`src/rtl/simd_pkg.sv`:
```
// Shared SIMD definitions: instruction geometry, opcode encoding and the
// instruction-loader state encoding.
package simd_pkg;

  localparam int DEF_INS_ADDR_WIDTH = 10;
  localparam int DEF_ADDR_WIDTH     = 10;
  localparam int DEF_OPCODE_WIDTH   = 3;

  // Instruction word is opcode | a | b | r.
  function automatic int ins_width(input int opcode_w, input int addr_w);
    return opcode_w + 3 * addr_w;
  endfunction

  // Whole bytes needed to carry one instruction on the byte link.
  function automatic int bytes_per_ins(input int ins_w);
    return (ins_w + 7) / 8;
  endfunction

  localparam int INS_WIDTH     = ins_width(DEF_OPCODE_WIDTH, DEF_ADDR_WIDTH);
  localparam int BYTES_PER_INS = bytes_per_ins(INS_WIDTH);

  typedef enum logic [2:0] {
    ADD       = 3'd0,
    SUB       = 3'd1,
    MUL       = 3'd2,
    DOT_SHIFT = 3'd3,
    DOT_ACC   = 3'd4,
    PASS_B    = 3'd5
  } opcode_e;

  typedef enum logic [2:0] {
    ST_HDR_HI = 3'd0,
    ST_HDR_LO = 3'd1,
    ST_LOAD   = 3'd2,
    ST_DONE   = 3'd3,
    ST_ERROR  = 3'd4
  } ld_state_e;

endpackage

```
`src/rtl/byte_packer.sv`:
```
// Assembles NBYTES consecutive stream bytes (MSB first) into one word.
// word_o already includes the byte presented this cycle, so it is the
// complete word whenever word_valid_o is high.
module byte_packer
  import simd_pkg::*;
#(
  parameter int NBYTES = BYTES_PER_INS
) (
  input  logic                  clk,
  input  logic                  rstn,
  input  logic                  clr_i,
  input  logic                  byte_en_i,
  input  logic [7:0]            byte_i,
  output logic                  word_valid_o,
  output logic [NBYTES*8-1:0]   word_o
);

  localparam int WW = NBYTES * 8;
  localparam int CW = (NBYTES > 1) ? $clog2(NBYTES) : 1;
  localparam logic [CW-1:0] LAST = CW'(NBYTES - 1);

  logic [WW-1:0] shreg_q, shreg_d;
  logic [CW-1:0] cnt_q, cnt_d;

  assign shreg_d      = (shreg_q << 8) | WW'(byte_i);
  assign word_o       = shreg_d;
  assign word_valid_o = byte_en_i && (cnt_q == LAST);

  // Byte counter: restarts when the loader is outside LOAD, wraps on the last byte.
  always_comb begin
    cnt_d = cnt_q;
    if (clr_i) begin
      cnt_d = '0;
    end else if (byte_en_i) begin
      cnt_d = (cnt_q == LAST) ? '0 : cnt_q + CW'(1);
    end
  end

  // Shift register and counter state.
  always_ff @(posedge clk) begin
    if (!rstn) begin
      shreg_q <= '0;
      cnt_q   <= '0;
    end else begin
      cnt_q <= cnt_d;
      if (byte_en_i) begin
        shreg_q <= shreg_d;
      end
    end
  end

endmodule

```
`src/rtl/ins_loader.sv`:
```
// Streams a program from a byte link into the instruction memory and holds
// the core in reset until the whole program is written.
// Stream: 2-byte instruction count N (MSB first), then N instructions of
// BYTES_PER_INS bytes each, MSB first, word right-aligned in the bytes.
// Handshake: a byte moves only on a cycle where s_valid && s_ready; s_ready
// is registered and does not depend on s_valid.
// Optional build macro INS_LOADER_OPCODE_CHECK_EN: reject words with an
// opcode above PASS_B or nonzero pad bits by entering ERROR instead of writing.
module ins_loader
  import simd_pkg::*;
#(
  parameter int INS_ADDR_WIDTH = DEF_INS_ADDR_WIDTH,
  parameter int ADDR_WIDTH     = DEF_ADDR_WIDTH,
  parameter int OPCODE_WIDTH   = DEF_OPCODE_WIDTH
) (
  input  logic                                clk,
  input  logic                                rstn,
  input  logic                                start,
  input  logic [7:0]                          s_data,
  input  logic                                s_valid,
  output logic                                s_ready,
  output logic                                ins_wr_en,
  output logic [INS_ADDR_WIDTH-1:0]           ins_wr_addr,
  output logic [OPCODE_WIDTH+3*ADDR_WIDTH-1:0] ins_wr_data,
  output logic                                proc_rstn,
  output logic                                done,
  output logic                                error,
  output ld_state_e                           dbg_state
);

  localparam int IW  = OPCODE_WIDTH + 3 * ADDR_WIDTH;
  localparam int BPI = (IW + 7) / 8;
  localparam int PW  = BPI * 8;
  localparam logic [16:0] DEPTH = 17'(1 << INS_ADDR_WIDTH);

  ld_state_e                 state_q, state_d;
  logic [15:0]               n_q, n_d;
  logic [INS_ADDR_WIDTH-1:0] idx_q, idx_d;
  logic                      wr_en_q, wr_en_d;
  logic [INS_ADDR_WIDTH-1:0] wr_addr_q, wr_addr_d;
  logic [IW-1:0]             wr_data_q, wr_data_d;
  logic                      s_ready_q, s_ready_d;
  logic                      done_q, done_d;
  logic                      error_q, error_d;

  logic          accept;
  logic [15:0]   hdr_n;
  logic          pk_valid;
  logic [PW-1:0] pk_word;
  logic          word_ok;
  logic          last_ins;

  assign accept   = s_valid && s_ready_q;
  assign hdr_n    = {n_q[15:8], s_data};
  assign last_ins = (17'(idx_q) + 17'd1) == {1'b0, n_q};

  byte_packer #(.NBYTES(BPI)) u_packer (
    .clk          (clk),
    .rstn         (rstn),
    .clr_i        (state_q != ST_LOAD),
    .byte_en_i    (accept && (state_q == ST_LOAD)),
    .byte_i       (s_data),
    .word_valid_o (pk_valid),
    .word_o       (pk_word)
  );

`ifdef INS_LOADER_OPCODE_CHECK_EN
  logic [OPCODE_WIDTH-1:0] pk_opcode;
  logic                    pk_pad_nz;
  assign pk_opcode = pk_word[IW-1 -: OPCODE_WIDTH];
  assign pk_pad_nz = |(pk_word >> IW);
  assign word_ok   = !pk_pad_nz && (32'(pk_opcode) <= 32'(PASS_B));
`else
  logic unused_pad_bits;
  assign unused_pad_bits = |(pk_word >> IW);
  assign word_ok         = 1'b1;
`endif

  // FSM state register.
  always_ff @(posedge clk) begin
    if (!rstn) begin
      state_q <= ST_HDR_HI;
    end else begin
      state_q <= state_d;
    end
  end

  // FSM next-state: header decode, load completion/abort, re-arm on start.
  always_comb begin
    state_d = state_q;
    unique case (state_q)
      ST_HDR_HI: if (accept) state_d = ST_HDR_LO;
      ST_HDR_LO: begin
        if (accept) begin
          if (hdr_n == 16'd0)              state_d = ST_DONE;
          else if ({1'b0, hdr_n} > DEPTH)  state_d = ST_ERROR;
          else                             state_d = ST_LOAD;
        end
      end
      ST_LOAD: begin
        if (pk_valid) begin
          if (!word_ok)      state_d = ST_ERROR;
          else if (last_ins) state_d = ST_DONE;
        end
      end
      ST_DONE, ST_ERROR: if (start) state_d = ST_HDR_HI;
      default: state_d = ST_HDR_HI;
    endcase
  end

  // FSM outputs and datapath next values. done waits one extra cycle when
  // coming from LOAD so the last write lands before the core is released.
  always_comb begin
    n_d       = n_q;
    idx_d     = idx_q;
    wr_en_d   = 1'b0;
    wr_addr_d = wr_addr_q;
    wr_data_d = wr_data_q;
    unique case (state_q)
      ST_HDR_HI: if (accept) n_d = {s_data, n_q[7:0]};
      ST_HDR_LO: begin
        if (accept) begin
          n_d   = hdr_n;
          idx_d = '0;
        end
      end
      ST_LOAD: begin
        if (pk_valid && word_ok) begin
          wr_en_d   = 1'b1;
          wr_addr_d = idx_q;
          wr_data_d = pk_word[IW-1:0];
          idx_d     = idx_q + INS_ADDR_WIDTH'(1);
        end
      end
      default: ;
    endcase
    s_ready_d = (state_d != ST_DONE);
    done_d    = (state_d == ST_DONE) && (state_q != ST_LOAD);
    error_d   = (state_d == ST_ERROR);
  end

  // Datapath and registered outputs.
  always_ff @(posedge clk) begin
    if (!rstn) begin
      n_q       <= '0;
      idx_q     <= '0;
      wr_en_q   <= 1'b0;
      wr_addr_q <= '0;
      wr_data_q <= '0;
      s_ready_q <= 1'b0;
      done_q    <= 1'b0;
      error_q   <= 1'b0;
    end else begin
      n_q       <= n_d;
      idx_q     <= idx_d;
      wr_en_q   <= wr_en_d;
      wr_addr_q <= wr_addr_d;
      wr_data_q <= wr_data_d;
      s_ready_q <= s_ready_d;
      done_q    <= done_d;
      error_q   <= error_d;
    end
  end

  assign s_ready     = s_ready_q;
  assign ins_wr_en   = wr_en_q;
  assign ins_wr_addr = wr_addr_q;
  assign ins_wr_data = wr_data_q;
  assign done        = done_q;
  assign proc_rstn   = done_q;
  assign error       = error_q;
  assign dbg_state   = state_q;

endmodule

```
`config.mk`:
```
export PLATFORM = sky130hd
export DESIGN_NAME = ins_loader
export DESIGN_NICKNAME = d
export VERILOG_FILES = /design/src/rtl/simd_pkg.sv /design/src/rtl/byte_packer.sv /design/src/rtl/ins_loader.sv
export SDC_FILE = /design/constraint.sdc
export NUM_CORES = 1
export LEC_CHECK = 0
export ABC_AREA = 1
export CAP_MARGIN = 20
export CORE_UTILIZATION = 30
export CTS_CLUSTER_SIZE = 40
export DETAILED_ROUTE_END_ITERATION = 8
export DONT_BUFFER_PORTS = 1
export HOLD_SLACK_MARGIN = 0.12
export PLACE_DENSITY = 0.44
export SYNTH_ARGS = -nofsm -noshare
export SYNTH_HDL_FRONTEND = slang
export SYNTH_SLANG_ARGS = --single-unit
```
`constraint.sdc`:
```
create_clock -name clk -period 2.8 [get_ports clk]
set_clock_uncertainty 0.2 [all_clocks]
set_input_delay 0.56 -clock clk [delete_from_list [all_inputs] [get_ports clk]]
set_output_delay 0.56 -clock clk [all_outputs]
set_load 0.01 [all_outputs]
```
* After elaboration in Yosys (flattened, before gate mapping) *
Cells that the tools add are included.

word-level totals
  register bits after elaboration = 104
  latch bits = 0
  memory bits (writable) = 0
  memory bits (read-only) = 0
  bits of input ports = 12
  memories kept = 0

cells by class
  add/subtract/negate cells = 3
  multiply operators = 0
  divide/modulo/power cells = 0
  magnitude comparators = 1
  equal/unequal tests = 12
  shift operators = 0
  mux-type cells = 16
  bitwise logic cells = 4
  reductions and logical operators = 14

operators with widths
  operator                                                                            number
  33-bit by 8-bit OR with 33-bit output                                               1
  16-bit case mux with 2 select lines                                                 1
  3-bit two-way mux                                                                   8
  10-bit two-way mux                                                                  2
  10-bit case mux with 2 select lines                                                 1
  11-bit by 16-bit equality test with 1-bit output                                    1
  16-bit by 11-bit greater-than comparator with 1-bit output (second input constant)  1
  16-bit logical NOT                                                                  1
  16-bit two-way mux                                                                  1
  3-bit case mux with 4 select lines                                                  1
  10-bit by 1-bit adder with 11-bit output (second input constant)                    1
  10-bit by 1-bit adder with 10-bit output (second input constant)                    1
  3-bit by 2-bit equality test with 1-bit output (second input constant)              3
  3-bit equality test (second input constant)                                         3
  3-bit AND reduction                                                                 3
  8-bit two-way mux                                                                   1
  3-bit by 2-bit inequality test with 1-bit output (second input constant)            2
  1-bit logical AND                                                                   4
  2-bit inequality test (second input constant)                                       2
  2-bit AND reduction                                                                 2
  2-bit OR reduction                                                                  2
  3-bit by 1-bit adder with 3-bit output (second input constant)                      1
  3-bit by 1-bit equality test with 1-bit output (second input constant)              1
  3-bit logical NOT                                                                   1
  3 further kinds                                                                     5

* Logic depth before layout (Yosys ltp) *
Gate-level depths: netlist of the first run.

  depth in word-level cells = 7
  mapped depth = 13
  gate-level depth less buffers = 13

* By module *
Synthesis of the first run repeated with hierarchy kept, for this count alone.

unflattened totals
  cells, all modules = 630
  area total of the unflattened synthesis = 4,697.0 um^2

modules (own cells, without submodules)
  module       instances  cells an instance  area an instance (um^2)  sequential area each (um^2)
  ins_loader   1          460                3,248.1                  1,521.5
  byte_packer  1          170                1,448.9                  700.7

* Worst setup path after synthesis of the first run *
No wires, ideal clock.

  path type = input-to-reg
  start point = input rstn
  end point = register state_q[1], in the netlist dbg_state[1]
  data arrival time = 1.521 ns
  data required time = 2.472 ns
  slack = 0.952 ns
  stages = 5
  path buffers = 3
  cell sequence = clkbuf_1 -> inv_1 -> clkbuf_1 -> buf_1 -> nor2_1

RTL lines
  what                  RTL line          RTL
  start, declared       ins_loader.sv:17  input logic rstn,
  end signal, assigned  ins_loader.sv:84  state_q <= state_d;
  end, declared         ins_loader.sv:36  ld_state_e state_q, state_d;

No word-level cell between the ends.

* Final worst setup path of the first run *
  start point = register u_packer.cnt_q[0]
  end point = register wr_data_q[2], in the netlist ins_wr_data[2]

on the way
  longest elaborated chain between the ends = 3

RTL lines
  what                                  RTL line           RTL
  start, declared                       byte_packer.sv:23  logic [CW-1:0] cnt_q, cnt_d;
  start signal, assigned                byte_packer.sv:45  cnt_q <= cnt_d;
  3-bit equality test                   byte_packer.sv:27  assign word_valid_o = byte_en_i && (cnt_q == LAST);
  1-bit logical AND                     byte_packer.sv:27
  2-bit AND reduction (no source line)  --
  end signal, assigned                  ins_loader.sv:158  wr_data_q <= wr_data_d;
  end, declared                         ins_loader.sv:41   logic [IW-1:0] wr_data_q, wr_data_d;

Every way passes these cells.
A chain may end at the register's enable or synchronous reset.

==> results of run 1 <==
-- routing by layer --
metal | wire, um | share of wire, % | vias up | track usage, %
met5 | 0 | 0 | - | 0
met2 | 4660 | 44 | 84 | 23.04
met3 | 640 | 6.0 | 14 | 3.524
li1 | - | - | 1782 | -
met1 | 5075 | 48 | 1578 | 21.38
met4 | 212 | 2.0 | 0 | 7.639
-- cells in the final DEF (no fill, tap or decap), types with 2 or more instances in the layout --
cell type / Yosys / final
inv_1: 60 / 60
nor2_4: 4 / 4
dfxtp_1: 104 / 104
nor2_1: 50 / 50
o21ai_1: 10 / 10
clkbuf_16: 0 / 9
o21ai_2: 9 / 9
inv_2: 3 / 3
o21ai_0: 84 / 84
nand3_1: 46 / 46
inv_8: 0 / 2
nor2_8: 2 / 2
xor2_1: 2 / 2
nand2_2: 3 / 3
nand4_1: 5 / 5
buf_4: 1 / 5
nand3b_1: 5 / 5
nor3_1: 3 / 3
ha_1: 3 / 3
a21oi_1: 51 / 51
nand2_1: 58 / 58
-- critical path, stage by stage (launching register included) --
cell,delay [ns]
dfxtp_1,0.37
inv_1,0.06
ha_1,0.18
nand2_1,0.18
nor2_8,0.07
inv_4,0.34
nor2_8,0.04
inv_2,0.44
o21ai_0,0.17
-- worst paths after layout --
check                                      to  slack (ns)  cells after the start
max               ins_wr_data[2]$_SDFFE_PN0P_        0.58                      8
min reg2reg  u_packer.shreg_q[8]$_SDFFE_PN0P_        0.27                      2
max reg2reg       ins_wr_data[2]$_SDFFE_PN0P_        0.58                      8
min          u_packer.shreg_q[5]$_SDFFE_PN0P_        0.16                      2
-- final cells by class --
type	instances	area share, %
Inverter	64	5.164
Sequential cell	104	44.29
Multi-Input combinational cell	346	38.25
Timing Repair Buffer	5	0.7985
Tap cell	180	4.791
Clock inverter	6	1.837
Clock buffer	10	4.871
-- cell families after synthesis --
kind of cell,Yosys count
AO/OA/AOI/OAI,160
XOR/XNOR,3
adder cells (fa/ha/maj),3
buffers and inverters,90
flip-flops,104
AND/OR/NAND/NOR,180
-- registers in the layout (all words and copies together) (netlist names) --
register	flops
dbg_state	3
done	1
error	1
idx_q	10
ins_wr_addr	10
ins_wr_data	33
ins_wr_en	1
n_q	16
s_ready	1
u_packer.cnt_q	3
u_packer.shreg_q	25
-- power by group --
| part | internal [mW] | switching (mW) | leakage (nW) | total, mW |
|---|---|---|---|---|
| Combinational | 0.0355 | 0.0739 | 0.822 | 0.109 |
| Sequential | 1.50 | 0.0205 | 0.840 | 1.52 |
| Clock | 0.719 | 0.611 | 0.154 | 1.33 |
==> flow_metrics.env, run 1 <==
export IMPL_critPathKind="reg2reg"
export IMPL_die_y_um=120.9
export IMPL_synthCells=540
export IMPL_cp_startpoint="u_packer.cnt_q[0]$_SDFFE_PN0P_"
export IMPL_area_delta_synth_final_pct=10.76
export IMPL_cts_num_sinks=104
export IMPL_fmax_mhz=450.5
export IMPL_drtIter0Drc=210
export IMPL_dp_cells=699
export IMPL_finalInstanceArea_um2=4701
export IMPL_ioPinCount=63
export IMPL_gp_congestion=0.8781
export IMPL_rsz0062_at_grt="false"
export IMPL_cts_made_buffers=9
export IMPL_synth_simple_area_share_pct=20.73
export IMPL_final_cells=715
export IMPL_ant_nets=0
export IMPL_viasPerCell=4.836
export IMPL_cts_root_buf="clkbuf_16"
export IMPL_avgSynthCellArea_um2=7.859
export IMPL_postPlaceCellArea_um2=4385
export IMPL_fin_setup_tns_ns=0
export IMPL_yosysMostFrequentCell="dfxtp_1"
export IMPL_synth_compound_area_share_pct=20.14
export IMPL_htree_levels=3
export IMPL_die_w_um=120.9
export IMPL_powerDensity_nw_per_um2=629.0
export IMPL_tightest_slew_ns=0.6299
export IMPL_drc=0
export IMPL_cap_viol_max_count=0
export IMPL_ir_worst_vdd_mv=0.2660
export IMPL_synth_cell_types=35
export IMPL_synth_fp_nets=555
export IMPL_drive_gt1_share_pct=8.411
export IMPL_synth_area_um2=4244
export IMPL_wl_per_cell_um=14.81
export IMPL_synthArstFlopShare_pct=0
export IMPL_die_area_um2=14630
export IMPL_cts_buffer_depth=2
export IMPL_clk_pin_slew_worst_paths_ns=0.08
export IMPL_fin_crit_sh_pct=79.29
export IMPL_synthXorXnorAreaFrac_pct=0.6191
export IMPL_synthMuxAreaShare_pct=0
export IMPL_synth_top_area_share_pct=49.06
export IMPL_worstSetupEndpointType="flop"
export IMPL_io_buffers=0
export IMPL_grt_max_degree=80
export IMPL_regArea_um2=2082
export IMPL_crit_required_ns=2.82
export IMPL_synth_top_cells_by_count="104 x dfxtp_1, 84 x o21ai_0, 60 x inv_1, 58 x nand2_1, 51 x a21oi_1"
export IMPL_synth_area_leaders="dfxtp_1 49%, o21ai_0 9.9%, a21oi_1 6.0%"
export IMPL_grt_first_pass_wirelength_um=17440
export IMPL_synth_edff_count=0
export IMPL_setup_ws_ns=0.5800
export IMPL_status="finished clean"
export IMPL_tritoncts="yes"
export IMPL_cp_max_fo=37
export IMPL_overflow=0
export IMPL_grt_use_total_pct=15.64
export IMPL_ys_seq_elements=104
export IMPL_rows=43
export IMPL_slew_headroom_pct=57.62
export IMPL_hold_viol=0
export IMPL_setup_viol=0
export IMPL_insertion_delay_ns=0.36
export IMPL_fp_coreArea_um2=13830
export IMPL_initial_core_util_pct=30.69
export IMPL_regToRegStartpoint="u_packer.cnt_q[0]$_SDFFE_PN0P_"
export IMPL_holdBufCountCts=0
export IMPL_via_count=3458
export IMPL_arrival_ns=2.24
export IMPL_nFillCells=1472
export IMPL_synth_top_family_by_area="simple AND/OR/NAND/NOR gates"
export IMPL_cts_setup_buffers=0
export IMPL_dp_slack_ns=0.5331
export IMPL_hold_ws_ns=0.1577
export IMPL_drt_wl_total_um=10590
export IMPL_hold_path_class="in2reg"
export IMPL_post_synth_top_area_cell="dfxtp_1"
export IMPL_p_total_mw=2.957
export IMPL_min_from="rstn"
export IMPL_final_util_pct=34.00
export IMPL_multi_input_area_um2=1798
export IMPL_first_pass_iters=6
export IMPL_yosysWarningCount=0
export IMPL_fin_nets=545
export IMPL_fin_crit_ns=2.220
export IMPL_dp_hpwl_um=7206
export IMPL_antenna_found_initial=0
export IMPL_ys_seq_area_share_pct=49.06
export IMPL_grt_pass1_vias=3192
export IMPL_drv_slew=0
export IMPL_cp_start_kind="flop"
export IMPL_cts_resized=0
export IMPL_post_synth_fa_ha_maj_area_fraction_pct=0.8844
export IMPL_p_leak_nw=1.816
export IMPL_synth_main_ff_cell="dfxtp_1"
export IMPL_antennaDiodeCount=0
Power figures use the tool's default switching activity.
==> run 2, diff against run 1 <==
==> constraint.sdc (replaced) <==
create_clock -name clk -period 2.3 [get_ports clk]
set_clock_uncertainty 0.2 [all_clocks]
set_input_delay 0.46 -clock clk [delete_from_list [all_inputs] [get_ports clk]]
set_output_delay 0.46 -clock clk [all_outputs]
set_load 0.01 [all_outputs]
==> run 2 against run 1 <==
Power grew 21%. Routed wire length increased by 2.9%. Flip-flop and latch count stayed put. Global-route usage up 0.13 points. Critical path type unchanged. Count of clock-buffer cells in the layout shrank 1. Worst setup slack worse by 0.38 ns. Core utilization up 0.83 points. Via count rose by 0.29%. Worst hold slack worse by 0.017 ns.
==> flow_metrics.env, run 2 (synthesis results as in run 1) <==
export IMPL_antennaDiodeCount=0
export IMPL_switchingPower_mw=0.8404
export IMPL_pwr_share_comb_pct=4.6
export IMPL_initial_core_util_pct=30.69
export IMPL_tritoncts="yes"
export IMPL_ioPinCount=63
export IMPL_gp_congestion=0.8915
export IMPL_grt_use_total_pct=15.77
export IMPL_io_buffers=0
export IMPL_ant_nets=0
export IMPL_regArea_um2=2082
export IMPL_area_delta_synth_final_pct=13.47
export IMPL_die_y_um=120.9
export IMPL_hold_viol=0
export IMPL_drt_wl_total_um=10890
export IMPL_fin_crit_sh_pct=91.43
export IMPL_intPower_mw=2.734
export IMPL_cts_resized=0
export IMPL_setup_ws_ns=0.1971
export IMPL_fmax_mhz=475.5
export IMPL_die_area_um2=14630
export IMPL_drc=0
export IMPL_sequentialPowerShare_pct=51.7
export IMPL_fp_coreArea_um2=13830
export IMPL_cts_made_buffers=9
export IMPL_antenna_found_initial=0
export IMPL_first_pass_iters=5
export IMPL_dp_slack_ns=0.2474
export IMPL_overflow=0
export IMPL_insertion_delay_ns=0.35
export IMPL_drive_gt1_share_pct=10.09
export IMPL_cp_start_kind="flop"
export IMPL_grt_first_pass_wirelength_um=17700
export IMPL_cts_root_buf="clkbuf_16"
export IMPL_die_w_um=120.9
export IMPL_final_util_pct=34.83
export IMPL_switching_share_pct=23.51
export IMPL_dp_hpwl_um=7371
export IMPL_cp_common_cell="nand2_1"
export IMPL_hold_path_class="in2reg"
export IMPL_cp_cell_sequence="ha_1, nand2_1, inv_1, nand3_1, nand2_1, nand2_1, nand2_1, nand3_1, nor2_1, nand3_1, nand2_1, nand2_1, nor2_1"
export IMPL_via_count=3468
export IMPL_mostFrequentLayoutCells="104 x dfxtp_1, 84 x o21ai_0, 60 x inv_1, 58 x nand2_1, 51 x a21oi_1"
export IMPL_cp_slowest_cell="dfxtp_1"
export IMPL_largest_reg_flops=33
export IMPL_setup_viol=0
export IMPL_cts_num_sinks=104
export IMPL_grt_pass1_vias=3288
export IMPL_viasPerCell=4.783
export IMPL_status="finished clean"
export IMPL_hold_ws_ns=0.1403
export IMPL_fin_setup_tns_ns=0
export IMPL_rsz0062_at_grt="false"
export IMPL_p_leak_nw=1.876
export IMPL_cts_buffer_depth=2
export IMPL_cts_setup_buffers=0
export IMPL_arrival_ns=2.19
export IMPL_nFillCells=1464
export IMPL_clk_pin_slew_worst_paths_ns=0.07
export IMPL_drtIter0Drc=204
export IMPL_slew_headroom_pct=60.30
export IMPL_htree_levels=3
export IMPL_fin_crit_ns=2.103
export IMPL_p_clk_share_pct=43.7
export IMPL_critPathKind="reg2reg"
export IMPL_cp_max_fo=6
export IMPL_tightest_slew_ns=0.5901
export IMPL_grt_max_degree=79
export IMPL_fin_nets=556
export IMPL_rows=43
export IMPL_drv_slew=0
export IMPL_holdBufCountCts=2
export IMPL_multi_input_area_um2=1798
export IMPL_critPathMaxStageDelay_ns=0.44
export IMPL_crit_required_ns=2.38
export IMPL_layout_commonest_cell="dfxtp_1"
export IMPL_wl_per_cell_um=15.02
export IMPL_ir_worst_vdd_mv=0.4057
export IMPL_cap_viol_max_count=0
export IMPL_worstSetupEndpointType="flop"
export IMPL_powerDensity_nw_per_um2=742.3
[run 2: stage by stage]
step / cells / total power, mW / instance area, um^2
5_1_grt: 725 / 3.716 / 4816
3_3_place_gp: 708 / 2.031 / 4478
4_1_cts: 725 / 3.626 / 4816
6_report: 725 / 3.575 / 4816
3_5_place_dp: 708 / 2.032 / 4478
2_1_floorplan: 540 / 1.995 / 4244
[run 2: worst paths after layout]
| check | from | end | slack [ns] | cells after the start |
|---|---|---|---|---|
| max | idx_q[0]$_SDFFE_PN0P_ | done$_SDFF_PN0_ | 0.20 | 13 |
| min | s_valid | u_packer.cnt_q[1]$_SDFFE_PN0P_ | 0.14 | 2 |
| max reg2reg | idx_q[0]$_SDFFE_PN0P_ | done$_SDFF_PN0_ | 0.20 | 13 |
| min reg2reg | u_packer.shreg_q[5]$_SDFFE_PN0P_ | u_packer.shreg_q[13]$_SDFFE_PN0P_ | 0.27 | 2 |
[run 2: worst max-delay path, delay by kind of cell (launching register included)]
kind | cells | cell delay, ns
and+or+nand+nor | 11 | 0.98
buffers and inverters | 1 | 0.19
adders and majority gates | 1 | 0.23
DFF | 1 | 0.44
[run 2: power groups by stage]
stage               clock network (mW)  registers (mW)  logic, mW
global route                      1.68            1.85      0.188
global placement                     0            1.89      0.142
detailed placement                   0            1.89      0.142
floorplan                            0            1.88      0.113
CTS                               1.61            1.85      0.168
finish                            1.56            1.85      0.166
[run 2: cell type report]
class	instances	share of cell area (%)
Clock buffer	9	4.677
Clock inverter	6	1.559
Inverter	64	5.040
Multi-Input combinational cell	346	37.33
Sequential cell	104	43.23
Tap cell	180	4.677
Timing Repair Buffer	16	3.481
[run 2: per-layer routing]
metal | track usage [%] | wire (um) | up-vias
li1 | - | - | 1799
met4 | 6.944 | 196 | 0
met1 | 21.59 | 5498 | 1595
met2 | 24.00 | 4694 | 63
met5 | 0 | 0 | -
met3 | 2.961 | 503 | 11
==> run 3, diff against run 2 <==
--- a/config.mk
+++ b/config.mk
@@ -8,6 +8,8 @@
 export ABC_AREA = 1
 export CAP_MARGIN = 20
 export CORE_UTILIZATION = 30
+export CTS_BUF_LIST = sky130_fd_sc_hd__clkbuf_16
+export CTS_CLUSTER_DIAMETER = 30
 export CTS_CLUSTER_SIZE = 40
 export DETAILED_ROUTE_END_ITERATION = 8
 export DONT_BUFFER_PORTS = 1
==> results of run 3 <==
No change in the layout: final DEF, timing and power equal those of run 2.
